`src/rtl/multi_cycle_execute_stage4.sv`:
```
// multi_cycle_execute_stage4: FP add stage 4. Per lane, resolves the adder
// carry-out, computes the leading-zero normalization shift for stage 5, and
// handles zero and underflow results. One register stage; thread rollback
// squashes the valid bit only.
// Optional feature macro: FP_DENORM_CLAMP_EN (gradual underflow instead of
// flush-to-zero when lzc >= exponent on a logical subtract).

package mx4_types_pkg;
  typedef logic [31:0] decoded_instruction_t;
  typedef logic [1:0]  thread_idx_t;
  typedef logic [3:0]  subcycle_t;
endpackage

`ifndef VECTOR_LANES
`define VECTOR_LANES 16
`endif

module multi_cycle_execute_stage4
  import mx4_types_pkg::*;
(
  input  logic                                clk,
  input  logic                                reset,
  input  logic                                mx3_instruction_valid,
  input  decoded_instruction_t                mx3_instruction,
  input  logic [`VECTOR_LANES-1:0]            mx3_mask_value,
  input  thread_idx_t                         mx3_thread_idx,
  input  subcycle_t                           mx3_subcycle,
  input  logic [`VECTOR_LANES-1:0][24:0]      mx3_sum,
  input  logic [`VECTOR_LANES-1:0][7:0]       mx3_exponent,
  input  logic [`VECTOR_LANES-1:0]            mx3_result_sign,
  input  logic [`VECTOR_LANES-1:0]            mx3_logical_subtract,
  input  logic                                wb_rollback_en,
  input  thread_idx_t                         wb_rollback_thread_idx,
  output logic                                mx4_instruction_valid,
  output decoded_instruction_t                mx4_instruction,
  output logic [`VECTOR_LANES-1:0]            mx4_mask_value,
  output thread_idx_t                         mx4_thread_idx,
  output subcycle_t                           mx4_subcycle,
  output logic [`VECTOR_LANES-1:0][23:0]      mx4_significand,
  output logic [`VECTOR_LANES-1:0][7:0]       mx4_exponent,
  output logic [`VECTOR_LANES-1:0][4:0]       mx4_norm_shift,
  output logic [`VECTOR_LANES-1:0]            mx4_result_sign,
  output logic [`VECTOR_LANES-1:0]            mx4_logical_subtract
);

  localparam int unsigned NL = `VECTOR_LANES;

  // Leading-zero count of a 24-bit significand; returns 24 for all zeros.
  function automatic logic [4:0] lzc24(input logic [23:0] v);
    logic [4:0] cnt;
    logic       found;
    cnt   = 5'd24;
    found = 1'b0;
    for (int unsigned b = 0; b < 24; b++) begin
      if (!found && v[23 - b]) begin
        cnt   = b[4:0];
        found = 1'b1;
      end
    end
    return cnt;
  endfunction

  logic                       valid_q, valid_d;
  decoded_instruction_t       instruction_q, instruction_d;
  logic [NL-1:0]              mask_q, mask_d;
  thread_idx_t                thread_q, thread_d;
  subcycle_t                  subcycle_q, subcycle_d;
  logic [NL-1:0][23:0]        sig_q, sig_d;
  logic [NL-1:0][7:0]         exp_q, exp_d;
  logic [NL-1:0][4:0]         shift_q, shift_d;
  logic [NL-1:0]              sign_q, sign_d;
  logic [NL-1:0]              lsub_q, lsub_d;

  logic [4:0]                 lzc;
  logic [7:0]                 exp_inc;

  // Next-state: control pass-through with rollback squash, and per-lane
  // carry / normalize / zero / underflow resolution.
  always_comb begin
    valid_d       = mx3_instruction_valid
                    && !(wb_rollback_en && wb_rollback_thread_idx == mx3_thread_idx);
    instruction_d = mx3_instruction;
    mask_d        = mx3_mask_value;
    thread_d      = mx3_thread_idx;
    subcycle_d    = mx3_subcycle;
    sign_d        = mx3_result_sign;
    lsub_d        = mx3_logical_subtract;
    sig_d         = '0;
    exp_d         = '0;
    shift_d       = '0;
    lzc           = '0;
    exp_inc       = '0;
    for (int unsigned i = 0; i < NL; i++) begin
      sig_d[i]   = mx3_sum[i][23:0];
      exp_d[i]   = mx3_exponent[i];
      shift_d[i] = '0;
      lzc        = lzc24(mx3_sum[i][23:0]);
      exp_inc    = mx3_exponent[i] + 8'd1;
      if (!mx3_logical_subtract[i]) begin
        if (mx3_sum[i][24]) begin
          exp_d[i] = exp_inc;
          sig_d[i] = (exp_inc == 8'hFF) ? 24'd0 : mx3_sum[i][24:1];
        end
      end else if (mx3_sum[i][23:0] == 24'd0) begin
        // Zero result wins over underflow: stage 5 subtracts 24 from 24.
        sig_d[i]   = '0;
        exp_d[i]   = 8'd24;
        shift_d[i] = 5'd24;
      end else if ({3'b000, lzc} >= mx3_exponent[i]) begin
`ifdef FP_DENORM_CLAMP_EN
        // Nonzero result implies lzc <= 23, so exponent already fits; clamp kept for safety.
        shift_d[i] = (mx3_exponent[i] > 8'd24) ? 5'd24 : mx3_exponent[i][4:0];
`else
        sig_d[i]   = '0;
        exp_d[i]   = '0;
        shift_d[i] = '0;
`endif
      end else begin
        shift_d[i] = lzc;
      end
    end
  end

  // Pipeline register with synchronous reset.
  always_ff @(posedge clk) begin
    if (reset) begin
      valid_q       <= 1'b0;
      instruction_q <= '0;
      mask_q        <= '0;
      thread_q      <= '0;
      subcycle_q    <= '0;
      sig_q         <= '0;
      exp_q         <= '0;
      shift_q       <= '0;
      sign_q        <= '0;
      lsub_q        <= '0;
    end else begin
      valid_q       <= valid_d;
      instruction_q <= instruction_d;
      mask_q        <= mask_d;
      thread_q      <= thread_d;
      subcycle_q    <= subcycle_d;
      sig_q         <= sig_d;
      exp_q         <= exp_d;
      shift_q       <= shift_d;
      sign_q        <= sign_d;
      lsub_q        <= lsub_d;
    end
  end

  assign mx4_instruction_valid = valid_q;
  assign mx4_instruction       = instruction_q;
  assign mx4_mask_value        = mask_q;
  assign mx4_thread_idx        = thread_q;
  assign mx4_subcycle          = subcycle_q;
  assign mx4_significand       = sig_q;
  assign mx4_exponent          = exp_q;
  assign mx4_norm_shift        = shift_q;
  assign mx4_result_sign       = sign_q;
  assign mx4_logical_subtract  = lsub_q;

endmodule

```
`config.mk`:
```
export PLATFORM = sky130hd
export DESIGN_NAME = multi_cycle_execute_stage4
export DESIGN_NICKNAME = d
export VERILOG_FILES = /design/src/rtl/multi_cycle_execute_stage4.sv
export SDC_FILE = /design/constraint.sdc
export NUM_CORES = 2
export LEC_CHECK = 0
export BUFFER_PORTS_ARGS = -buffer_cell sky130_fd_sc_hd__clkbuf_2
export CORE_AREA = 3 3 500 502
export CTS_CLUSTER_DIAMETER = 100
export CTS_CLUSTER_SIZE = 24
export DETAILED_ROUTE_END_ITERATION = 16
export DIE_AREA = 0 0 503 505
export GPL_ROUTABILITY_DRIVEN = 0
export SYNTH_ARGS = -nofsm -noshare
export SYNTH_HDL_FRONTEND = slang
export SYNTH_SLANG_ARGS = --single-unit
```
`constraint.sdc`:
```
create_clock -name clk -period 5.41 [get_ports clk]
set_clock_uncertainty 0.1 [all_clocks]
set_input_delay 0.541 -clock clk [delete_from_list [all_inputs] [get_ports clk]]
set_output_delay 0.541 -clock clk [all_outputs]
set_load 0.1 [all_outputs]
```
==> key figures <==
Die
  • I/O pin count: 1299
  • Starting Density: 0.126
  • Chip height: 505 µm
  • Core area: 246000 µm²
  • Die Area: 254000 µm²
  • Die Width: 503 µm
  • FP Rows: 182

Placement
  • HPWL after DPL: 193000 µm
  • Port Buffer Count: 1298
  • DP Area: 41300 µm²
  • Placed Instances: 7870

Timing
  • Tightest Pin Transition: 1210 ps
  • RSZ-0062 raised after global routing: false
  • Final setup TNS: 0 ps
  • Fin. Hold Viols: 0
  • Fin Hold WS: 84.0 ps
  • Max-slew headroom: 0.185
  • Min Tclk post-route: 5090 ps
  • Final worst-path cycle share: 0.940
  • Max-slew violations: 0
  • Fmax achieved: 0.197 GHz
  • Final setup fails: 0

Logic synthesis
  • Complex-gate fraction of the synthesized area: 0.251
  • Seq/Total Area, Yosys: 0.439
  • Post-synth EDFFs: 0
  • XOR/XNOR Fraction of Synth Area: 0.0150
  • Post-synthesis mux area share: 0.00174
  • Syn avg cell area: 8.96 µm²
  • Mapped Area: 30900 µm²
  • Largest family of logic cells by synthesized area: compound AO/OA/AOI/OAI gates
  • Yosys Warn Count: 0
  • Post-Synth Simple-Gate Area: 0.204
  • Async SR Flop Fraction: 0
  • Ys flop type: dfxtp_1
  • Yosys reg bits: 679
  • Syn nets: 4187
  • Synth Area in Adders: 0.0453
  • Distinct cells, synth: 91
  • Synth Instances: 3455

Detailed routing
  • Routed WL per cell: 26.7 µm
  • DRC viols: 0
  • First drt pass iteration count: 8
  • DRT antenna net count: 0
  • Via count: 36900
  • WL final: 230000 µm
  • Number of DRC markers in iteration 0: 3776
  • Vias per cell: 4.28

Power
  • Net switching power of the design: 6.58 mW
  • Clock Power Share: 0.319
  • Seq pwr share: 0.359
  • Worst VDD drop: 0.000280 V
  • Logic pwr share: 0.322
  • P_int: 8.64 mW
  • Sw Ratio: 0.432
  • PD cells: 307 nW/µm²
  • Leak pwr: 22.1 nW

GRT
  • Grt ovf: 0
  • Total Routing Usage GR: 0.171
  • Initial antenna violation count: 78
  • First-pass GRT wire length: 301000 µm
  • Largest net degree at the start of global routing: 76
  • Vias in the first global route: 35300

Setup path
  • Crit-path most repeated cell: dlygate4sd3_1
  • Setup crit end kind: flip-flop
  • Setup crit start kind: input port
  • Crit path DAT: 5660 ps
  • Crit path max fanout: 22
  • Setup CP Type: input port to flip-flop
  • CP max stage cell: nor4_1
  • CP peak stage delay: 650 ps
  • CP Cell Sequence: dlygate4sd3_1 > clkbuf_2 > or4_1 > nor4_1 > a32oi_1 > a21oi_1 > nor3_1 > ha_1 > nand2b_1 > a31oi_1 > o211ai_1 > or3_1 > o21ai_1 > buf_4 > a22o_1 > dlygate4sd3_1
  • Critical Path RT: 5990 ps

Clock network
  • Max Buffers Root-to-Sink: 3
  • Hold buffer count at CTS: 611
  • Post-CTS Setup Bufs: 0
  • Total CTS buffers: 54
  • CTS root buf: clkbuf_16
  • CTS tree: built
  • # clock sinks: 679
  • H-tree Lvls: 2
  • Clock Pin Slew Worst Setup and Hold Paths: 80 ps
  • Post-CTS Resized: 0

Final layout
  • Layout net count: 6049
  • Leading cell type in the layout, fill and taps excluded: clkbuf_2
  • Share of layout cells above drive strength 1: 0.279
  • Most frequent cells in the layout: clkbuf_2, dfxtp_1, dlygate4sd3_1
  • Area grow syn2layout: 60.3%
  • Final instance area: 49600 µm²
  • Post-route non-filler standard cell count: 8616

Run
  • Max cap viols: 0

Min path
  • Hold-critical path depth: 2
  • Hold_sp: mx3_exponent[95]
  • Worst min path class: input port to flip-flop
  • Hold Crit Endpoint: mx4_exponent[95]

Status
  • Status: finished, final reports clean
## layer usage
| layer | up-vias | wire (µm) | part of all wire | track usage |
|---|---|---|---|---|
| met1 | 17400 | 79400 | 0.35 | 0.179 |
| met4 | 54 | 15900 | 0.069 | 0.103 |
| li1 | 16600 | - | - | - |
| met3 | 532 | 38800 | 0.17 | 0.113 |
| met2 | 2351 | 95400 | 0.41 | 0.255 |
| met5 | - | 348 | 0.0015 | 0 |
## stage by stage
step	power (mW)	utilization	worst slack, ps
after floorplan	8.53	-	1410
final	15.2	0.202	323
after CTS	15.4	0.201	539
after global placement	10.0	0.168	919
after global routing	15.8	0.202	73.3
after detailed placement	10.0	0.168	844
## flip-flops by register name (all words and copies together) (netlist names)
signal / flops
mx4_significand: 384
mx4_exponent: 128
mx4_norm_shift: 80
mx4_instruction: 32
mx4_logical_subtract: 16
mx4_mask_value: 16
mx4_result_sign: 16
mx4_subcycle: 4
mx4_thread_idx: 2
mx4_instruction_valid: 1
## worst max-delay path, delay by kind of cell
kind / cells / cell delay, ps
and+or+nand+nor: 5 / 1970
buffers and inverters: 4 / 1660
adders and majority gates: 1 / 280
AOI/OAI and AO/OA: 6 / 1200
## cells in the mapped netlist (72+ instances only)
master / instances / share of area
clkbuf_1: 121 / 0.015
nor2_1: 300 / 0.036
o21ai_0: 106 / 0.017
nor2b_1: 120 / 0.024
a21oi_1: 187 / 0.030
dfxtp_1: 679 / 0.44
nor3_1: 133 / 0.022
a22o_1: 354 / 0.10
nand3_1: 95 / 0.015
a31oi_1: 72 / 0.015
ha_1: 112 / 0.045
inv_1: 200 / 0.024
nand2_1: 181 / 0.022
## final cells by class
cell class | count | area (µm²)
sequential | 679 | 13600
antenna | 36 | 90.1
tap | 3220 | 4030
clock buffer | 59 | 1410
timing repair buffer | 1949 | 12900
inverter | 200 | 753
fill | 27200 | 196000
multi-input combinational | 2433 | 16100
clock inverter | 40 | 697
## power by group through the flow
stage               sequential (mW)  combinational (mW)  clock, mW
finish                         5.47                4.90       4.86
global route                   5.49                5.11       5.21
CTS                            5.47                4.89       5.06
detailed placement             5.58                4.45          0
global placement               5.58                4.45          0
floorplan                      7.77               0.765          0
## cell families after synthesis
family / Yosys count
mux: 5
fa+ha+maj: 112
buf+inv: 343
xor+xnor: 53
flops: 679
compound gates: 1051
simple gates: 1212
## worst max path at each step
stage	start	to	cells after the start
finish	mx3_sum[288]	mx4_significand[274]	16
global route	mx3_sum[161]	mx4_significand[146]	14
CTS	mx3_sum[161]	mx4_significand[159]	14
detailed placement	mx3_sum[161]	mx4_significand[165]	12
global placement	mx3_sum[161]	mx4_significand[159]	12
floorplan	mx3_sum[23]	mx4_significand[10]	16
No activity file was read; power rests on OpenSTA's default activity.
